[src/rtl/booth_pkg.sv]
// Shared types and constants for the sequential Booth multiplier controller.
package booth_pkg;

    // Default operand width, which is also the number of Booth iterations.
    localparam int BOOTH_WIDTH = 32;

    // Controller states, binary encoded.
    typedef enum logic [2:0] {
        ST_IDLE  = 3'd0,
        ST_LOAD  = 3'd1,
        ST_ADD   = 3'd2,
        ST_SHIFT = 3'd3,
        ST_DONE  = 3'd4
    } state_e;

    // Upper-half ALU operation codes. 2'b11 is reserved and never produced.
    localparam logic [1:0] ALU_PASS = 2'b00;
    localparam logic [1:0] ALU_ADD  = 2'b01;
    localparam logic [1:0] ALU_SUB  = 2'b10;

    // Radix-2 Booth recoding of {Q[0], Q[-1]}.
    function automatic logic [1:0] booth_decode(input logic [1:0] bits);
        logic [1:0] op;
        case (bits)
            2'b01:   op = ALU_ADD;
            2'b10:   op = ALU_SUB;
            default: op = ALU_PASS;
        endcase
        return op;
    endfunction

endpackage

[src/rtl/booth_seq_ctrl_if.sv]
// Control bus between the Booth controller and its datapath.
interface booth_seq_ctrl_if #(
    parameter int CNT_W = 6
);
    logic             start;
    logic [1:0]       booth_bits;
    logic             busy;
    logic             done;
    logic             rsa_en;
    logic             rsa_shift;
    logic             load_sel;
    logic [1:0]       alu_op;
    logic [CNT_W-1:0] iter;

    // Datapath / requester side.
    modport master (
        output start, booth_bits,
        input  busy, done, rsa_en, rsa_shift, load_sel, alu_op, iter
    );

    // Controller side.
    modport slave (
        input  start, booth_bits,
        output busy, done, rsa_en, rsa_shift, load_sel, alu_op, iter
    );
endinterface

[src/rtl/booth_seq_ctrl_iter_counter.sv]
// Booth iteration counter with synchronous clear, increment and terminal count.
module iter_counter #(
    parameter int WIDTH = 32,
    parameter int CNT_W = 6
) (
    input  logic             clk,
    input  logic             rst,
    input  logic             clr_i,
    input  logic             inc_i,
    output logic [CNT_W-1:0] cnt_o,
    output logic             tc_o
);

    logic [CNT_W-1:0] cnt_q;

    // Count register: clear has priority over increment.
    always_ff @(posedge clk) begin
        if (rst || clr_i) begin
            cnt_q <= '0;
        end else if (inc_i) begin
            cnt_q <= cnt_q + CNT_W'(1);
        end
    end

    assign cnt_o = cnt_q;
    // Terminal count marks the last iteration (WIDTH-1).
    assign tc_o  = (cnt_q == CNT_W'(WIDTH - 1));

endmodule

[src/rtl/booth_seq_ctrl.sv]
// Sequential radix-2 Booth multiplier controller. Moore outputs are
// registered from the next state so they settle right after the rising
// edge, well ahead of the falling edge on which the shift register samples.
module booth_seq_ctrl
    import booth_pkg::*;
#(
    parameter int WIDTH = BOOTH_WIDTH,
    parameter int CNT_W = 6
) (
    input  logic            clk,
    input  logic            rst,
    booth_seq_ctrl_if.slave bus
);

    state_e           state_q;
    state_e           state_d;
    logic             busy_q;
    logic             done_q;
    logic             rsa_en_q;
    logic             rsa_shift_q;
    logic             load_sel_q;
    logic             cnt_clr;
    logic             cnt_inc;
    logic             cnt_tc;
    logic [CNT_W-1:0] cnt;

    // Next-state logic; start is only honoured in IDLE.
    always_comb begin
        state_d = state_q;
        case (state_q)
            ST_IDLE:  if (bus.start) state_d = ST_LOAD;
            ST_LOAD:  state_d = ST_ADD;
            ST_ADD:   state_d = ST_SHIFT;
            ST_SHIFT: state_d = cnt_tc ? ST_DONE : ST_ADD;
            ST_DONE:  state_d = ST_IDLE;
            default:  state_d = ST_IDLE;
        endcase
    end

    // Counter clears entering LOAD or IDLE, steps on each SHIFT->ADD loop-back,
    // and therefore holds its final value through DONE.
    assign cnt_clr = (state_d == ST_LOAD) || (state_d == ST_IDLE);
    assign cnt_inc = (state_q == ST_SHIFT) && (state_d == ST_ADD);

    iter_counter #(
        .WIDTH (WIDTH),
        .CNT_W (CNT_W)
    ) u_iter_counter (
        .clk   (clk),
        .rst   (rst),
        .clr_i (cnt_clr),
        .inc_i (cnt_inc),
        .cnt_o (cnt),
        .tc_o  (cnt_tc)
    );

    // State register plus registered Moore outputs decoded from the next state.
    always_ff @(posedge clk) begin
        if (rst) begin
            state_q     <= ST_IDLE;
            busy_q      <= 1'b0;
            done_q      <= 1'b0;
            rsa_en_q    <= 1'b0;
            rsa_shift_q <= 1'b0;
            load_sel_q  <= 1'b0;
        end else begin
            state_q     <= state_d;
            busy_q      <= state_d inside {ST_LOAD, ST_ADD, ST_SHIFT};
            done_q      <= (state_d == ST_DONE);
            rsa_en_q    <= state_d inside {ST_LOAD, ST_ADD, ST_SHIFT};
            rsa_shift_q <= (state_d == ST_SHIFT);
            load_sel_q  <= (state_d == ST_LOAD);
        end
    end

    assign bus.busy      = busy_q;
    assign bus.done      = done_q;
    assign bus.rsa_en    = rsa_en_q;
    assign bus.rsa_shift = rsa_shift_q;
    assign bus.load_sel  = load_sel_q;
    assign bus.iter      = cnt;
    // The only Mealy output: Booth recoding applies only during ADD.
    assign bus.alu_op    = (state_q == ST_ADD) ? booth_decode(bus.booth_bits) : ALU_PASS;

endmodule

[src/flat_wrapper.sv]
// flat-port wrapper written by rule: the top's interface ports become plain ports
module booth_seq_ctrl_flat import booth_pkg::*;
#(
    parameter int WIDTH = BOOTH_WIDTH,
    parameter int CNT_W = 6
)
  (clk, rst, bus_start, bus_booth_bits, bus_busy, bus_done, bus_rsa_en, bus_rsa_shift, bus_load_sel, bus_alu_op, bus_iter);
  booth_seq_ctrl_if #(.CNT_W(CNT_W)) bus_i ();
  input  logic clk;
  input  logic rst;
  input wire logic [$bits(bus_i.start)-1:0] bus_start;
  input wire logic [$bits(bus_i.booth_bits)-1:0] bus_booth_bits;
  output wire logic [$bits(bus_i.busy)-1:0] bus_busy;
  output wire logic [$bits(bus_i.done)-1:0] bus_done;
  output wire logic [$bits(bus_i.rsa_en)-1:0] bus_rsa_en;
  output wire logic [$bits(bus_i.rsa_shift)-1:0] bus_rsa_shift;
  output wire logic [$bits(bus_i.load_sel)-1:0] bus_load_sel;
  output wire logic [$bits(bus_i.alu_op)-1:0] bus_alu_op;
  output wire logic [$bits(bus_i.iter)-1:0] bus_iter;
  assign bus_i.start = bus_start;
  assign bus_i.booth_bits = bus_booth_bits;
  assign bus_busy = bus_i.busy;
  assign bus_done = bus_i.done;
  assign bus_rsa_en = bus_i.rsa_en;
  assign bus_rsa_shift = bus_i.rsa_shift;
  assign bus_load_sel = bus_i.load_sel;
  assign bus_alu_op = bus_i.alu_op;
  assign bus_iter = bus_i.iter;
  booth_seq_ctrl #(.WIDTH(WIDTH), .CNT_W(CNT_W)) u_core (.clk(clk), .rst(rst), .bus(bus_i));
endmodule
[config.mk]
export PLATFORM = sky130hd
export DESIGN_NAME = booth_seq_ctrl_flat
export DESIGN_NICKNAME = d
export VERILOG_FILES = /design/src/rtl/booth_pkg.sv /design/src/rtl/booth_seq_ctrl_if.sv /design/src/rtl/booth_seq_ctrl_iter_counter.sv /design/src/rtl/booth_seq_ctrl.sv /design/src/flat_wrapper.sv
export SDC_FILE = /design/constraint.sdc
export NUM_CORES = 1
export LEC_CHECK = 0
export BUFFER_PORTS_ARGS = -buffer_cell sky130_fd_sc_hd__buf_2
export CAP_MARGIN = 0
export CORE_MARGIN = 8
export CORE_UTILIZATION = 25
export DETAILED_ROUTE_END_ITERATION = 8
export MAX_ROUTING_LAYER = met4
export PLACE_DENSITY_LB_ADDON = 0.05
export RECOVER_POWER = 50
export SETUP_SLACK_MARGIN = 0.3
export SLEW_MARGIN = 20
export SYNTH_ARGS = -nofsm -noshare
export SYNTH_HDL_FRONTEND = slang
export SYNTH_HIERARCHICAL = 1
export SYNTH_SLANG_ARGS = --single-unit
[constraint.sdc]
create_clock -name clk -period 2.3 [get_ports clk]
set_input_delay 0.23 -clock clk [delete_from_list [all_inputs] [get_ports clk]]
set_output_delay 0.23 -clock clk [all_outputs]
set_load 0.01 [all_outputs]
# Word level (Yosys, flattened, before mapping)
# Index checks and enable logic that the tools add are counted.
# classes
addsub	1
n_eq_ne	10
mux	5
reduce_logical	6
# ops
operator	count
$eq 3x2->1 const B	4
$pmux 3 s4	1
$add 6x1->6 const B	1
$eq 3x1->1 const B	2
$eq 6x5->1 const B	1
$logic_not 3->1	2
$mux 3	2
$pmux 2 s2	1
$eq 3x3->1 const B	1
$reduce_bool 3->1	1
$eq 2x1->1 const B	1
$eq 2x2->1 const B	1
$logic_or 1x1->1	2
$mux 2	1
$logic_and 1x1->1	1
# totals
register_bits	13
input_bits	5

# Longest topological paths before layout
# depth
word_depth	6
depth_mapped	7

# Hierarchy
# The synthesis kept the hierarchy.
# by_module_without_submodules
mod	n_inst	area_each_um2	cells_each	seq_area_each_um2
booth_seq_ctrl	1	279.0	27	140.1
iter_counter	1	259.0	28	120.1

# Worst setup path after synthesis
# Ideal clock, no wire load.
# synth_path
path_type	register to register
from	reg u_core.u_iter_counter.cnt_q[0] (netlist: u_core/u_iter_counter/cnt_o[0])
to	reg u_core.u_iter_counter.cnt_q[5] (netlist: u_core/u_iter_counter/cnt_o[5])
path_stages_with_launch	8
setup_ps	70
required_ps	2230
n_path_buf	0
synth_period_minus_slack_ps	1936
setup_slack_ps	364
arrival_ps	1866
path_cell_list	dfxtp_1 ha_1 nand4_1 nor2_1 nor3_1 nand4_2 or3_1 a21oi_1
# synth_rtl
element	line	source
start: declaration	booth_seq_ctrl_iter_counter.sv:14	logic [CNT_W-1:0] cnt_q;
start signal: assignment	booth_seq_ctrl_iter_counter.sv:21	cnt_q <= cnt_q + CNT_W'(1);
$eq 6x5->1	booth_seq_ctrl_iter_counter.sv:27	assign tc_o = (cnt_q == CNT_W'(WIDTH - 1));
via u_core.cnt_tc	booth_seq_ctrl.sv:24	logic cnt_tc;
$mux 3	booth_seq_ctrl.sv:34	ST_SHIFT: state_d = cnt_tc ? ST_DONE : ST_ADD;
$pmux 3 s4	booth_seq_ctrl.sv:30	case (state_q)
$eq 3x2->1	booth_seq_ctrl.sv:43	assign cnt_inc = (state_q == ST_SHIFT) && (state_d == ST_ADD);
$logic_and 1x1->1	booth_seq_ctrl.sv:43	
via u_core.cnt_inc	booth_seq_ctrl.sv:23	logic cnt_inc;
# The timed path passes the listed nets, and every way through them passes these cells.
# A chain may end at the register's enable or synchronous reset.

# Worst setup path in the final report
# Same ends and word-level chain as after synthesis.

==> metrics list <==
- Number of distinct standard cells referenced by the synthesized netlist: 23
* Most common cell in the synthesized netlist: sky130_fd_sc_hd__dfxtp_1
* Count of final setup violators: 0
* Worst Max-Slew Pin Slew: 0.310 ns
* Starting utilization of the core area: 26.9%
* Library cell with the largest summed area after synthesis: sky130_fd_sc_hd__dfxtp_1
- In this run, post-CTS hold repair placed 0 buffers.
- Measured against its own limit, the worst slew margin works out to 79.3%.
- Worst setup EP type: flip-flop
- In the final layout, the share of cells above drive strength 1 is 21.6%.
- Synth top area share: 48.4%
- Counting both buffers and inverters, the worst setup path holds a total of 0.
- Iteration count of the initial detailed-routing pass: 4
* Total inserted antenna cells: 0
- Global Route Usage Sum: 7.05%
* Leakage power of the design: 0.254 nW
- The number of endpoints with negative hold slack in the final report was 0.
* Final estimated routing congestion in global placement: 0.709
- Leading cell types by total area after synthesis: sky130_fd_sc_hd__dfxtp_1, sky130_fd_sc_hd__nor2_1, sky130_fd_sc_hd__xor2_1, sky130_fd_sc_hd__nor3b_2, sky130_fd_sc_hd__nor4_1
* Non-Filler Cell Area, Final: 653 sq um
- In this run the deepest clock path goes through 2 buffers.
- Area after detailed placement: 642 sq um
- Commonest cells post-synth: sky130_fd_sc_hd__dfxtp_1, sky130_fd_sc_hd__nor2_1, sky130_fd_sc_hd__nor4_1
- Number of port buffers: 17
* Main flop type after synthesis: sky130_fd_sc_hd__dfxtp_1
- HPWL after detailed placement: 865 um
- The count of pins over their slew limit is 0.
- Dividing the detail-routed via count by the number of cells gives 4.41.
- The flow ran to the end, and the final reports show no timing, DRC or antenna violations.
- Post-CTS setup buffers: 0
- In this run, post-CTS repair resized a total of 0 instances.
- On the critical path the largest part of the delay comes from simple AND/OR/NAND/NOR gates.
* Number of remaining DRC errors: 0
- Maximum number of pins on one net before global-route repair: 10
- The signal on the critical path passes through ha_1 > nand4_1 > nor2_1 > nor3_1 > nand4_2 > or3_1 > a21oi_1.
- Initial antenna violation count: 0
- Critical path data arrival time: 1.94 ns
- IO Count: 18
- The tightest min-delay check is of the in2reg type.
* Power per unit of standard cell area: 634 mW/mm^2
- Counting every net in the synthesized netlist gives 61.
- Longest individual stage delay on the worst path: 0.37 ns
* Required arrival time at the worst endpoint: 2.51 ns
- For this run, the post-layout net count is 81.
* Min Clock Period, post-route: 1.73 ns
- Detailed router's first-iteration violation count: 4
* Category of the worst setup path launch point: flip-flop
* Via count of the first global-routing pass: 459
- Summed over all layers, the global routing overflow is 0.
- Total number of vias: 445
- Netlist Area Pre-Place: 538 sq um
- Total of fill cells in the finished design: 233
* Mean Syn Cell Area: 9.78 sq um
- Total CTS buffers: 3
- Critical-path top delay cell: sky130_fd_sc_hd__or3_1
- The floorplan has 16 rows.
- For the worst-skew pair, the clock arrives at the later sink with an insertion delay of 0.27 ns.
* PnR Total Power: 0.414 mW
- Total negative setup slack: 0 ns
* Proportion of synthesized chip area in sequential cells: 48.4%
* Clock tree from TritonCTS: yes
- Root Buffer Master: sky130_fd_sc_hd__clkbuf_4
- Placeable core region: 0.00200 sq mm
- After synthesis the netlist holds a flip-flop and latch count of 13.
- Setup repair after global routing left no endpoint under its margin.
* Max Freq: 577 MHz
- After clock tree synthesis, the clock-pin slew on the worst setup and hold paths is 0.08 ns.
- Die area: 0.00389 sq mm
- CTS built an H-tree with a depth of 1.
- Across the run, the number of max-cap violations was 0.
* Reg area: 260 sq um
- DRT antenna net count: 0
- WL per Instance: 12.2 um
* Critical path start-end classification: reg2reg
- The first global-routing pass estimated 2130 um of wire.
- The clock arrives with 0.00196 ns of skew.
- Counting every sink on the clock net gives 13.
- The synthesized design contains 0 enable-type register cells.
- Synthesis produced 55 cells.
- In this run the vertical extent of the chip is 62.4 um.
- Synth warnings: 6
- Along the worst path, the maximum fanout reaches 4.
- From left edge to right edge, the die measures 62.4 um.
- Area taken by multi-input logic gates: 253 sq um
* Crit share post-route: 75.3%
- Area growth, synth to finish: 21.4%
* IR drop worst, VDD: 0.184 mV
* Share of synthesized registers carrying an async set or reset: 0%
- Summed over all layers, the routed wires come to 1230 um.
-- where the power goes --
group          total, mW  switching (mW)  internal, mW
Sequential         0.238         0.00626         0.232
Combinational     0.0339          0.0185        0.0154
Clock              0.142          0.0752        0.0671
-- layout by cell type, fill, tap and decap left out, types with 2 or more instances in the layout --
cell and count:
sky130_fd_sc_hd__nor2_1 9, sky130_fd_sc_hd__nor3_1 2, sky130_fd_sc_hd__or2_2 2, sky130_fd_sc_hd__buf_2 7
sky130_fd_sc_hd__clkbuf_1 11, sky130_fd_sc_hd__nor3b_1 2, sky130_fd_sc_hd__nand2_1 3, sky130_fd_sc_hd__dfxtp_1 13
sky130_fd_sc_hd__nor4_1 4, sky130_fd_sc_hd__xor2_1 3, sky130_fd_sc_hd__clkbuf_4 3, sky130_fd_sc_hd__nand4_1 2
sky130_fd_sc_hd__nor3b_2 2
-- per-stage QoR --
step	std cells	setup slack, ns	hold slack (ns)	util [%]
after detailed placement	97	0.582	0.498	32.1
after floorplan	55	0.364	0.302	-
after global routing	101	0.397	0.220	32.6
after CTS	101	0.559	0.191	33.4
after global placement	97	0.609	0.496	32.1
final	101	0.568	0.209	32.6
-- final cells by class --
class                   count  area share (%)
repair buffers             18            12.3
clock buffers               4            4.02
flip-flops and latches     13            39.8
multi-input cells          39            38.7
well taps                  27            5.17
-- logic make-up after synthesis --
| family | Yosys count | share of synthesized area, % |
|---|---|---|
| AOI/OAI and AO/OA | 2 | 1.86 |
| xor gates and xnor gates | 4 | 6.51 |
| adders and majority gates | 1 | 2.33 |
| buffers and inverters | 3 | 4.19 |
| DFF | 13 | 48.4 |
| muxes | 1 | 1.86 |
| and+or+nand+nor | 31 | 34.9 |
-- layer usage --
| metal | vias up | share of wire, % | global-route usage (%) | routed length [um] |
|---|---|---|---|---|
| li1 | 228 | - | - | - |
| met1 | 202 | 53 | 8.36 | 654 |
| met2 | 15 | 41 | 9.31 | 506 |
| met3 | 0 | 5.8 | 2.87 | 72 |
| met4 | 0 | 0 | 5.13 | 0 |
| met5 | - | 0 | - | 0 |
-- state kept, by name (all words and copies together) (netlist names) --
signal                       flops
u_core/bus.load_sel              1
u_core/state_q                   3
u_core/u_iter_counter/cnt_o      6
u_core/bus.rsa_en                1
u_core/bus.rsa_shift             1
u_core/bus.done                  1
-- path summary, 6_finish.rpt --
kind	startpoint	end	slack (ns)	cells past startpoint
max	u_core/u_iter_counter/cnt_o[0]	u_core/u_iter_counter/cnt_o[5]	0.57	7
min	bus_start	u_core/bus.load_sel	0.21	3
max reg2reg	u_core/u_iter_counter/cnt_o[0]	u_core/u_iter_counter/cnt_o[5]	0.57	7
min reg2reg	u_core/u_iter_counter/cnt_o[5]	u_core/u_iter_counter/cnt_o[5]	0.52	2
-- tightest hold or removal path, cell delays in order --
cell and delay, ns:
sky130_fd_sc_hd__buf_2 0.11, sky130_fd_sc_hd__nand2b_1 0.06, sky130_fd_sc_hd__nor4_1 0.04
No activity file was read; power rests on OpenSTA's default activity.
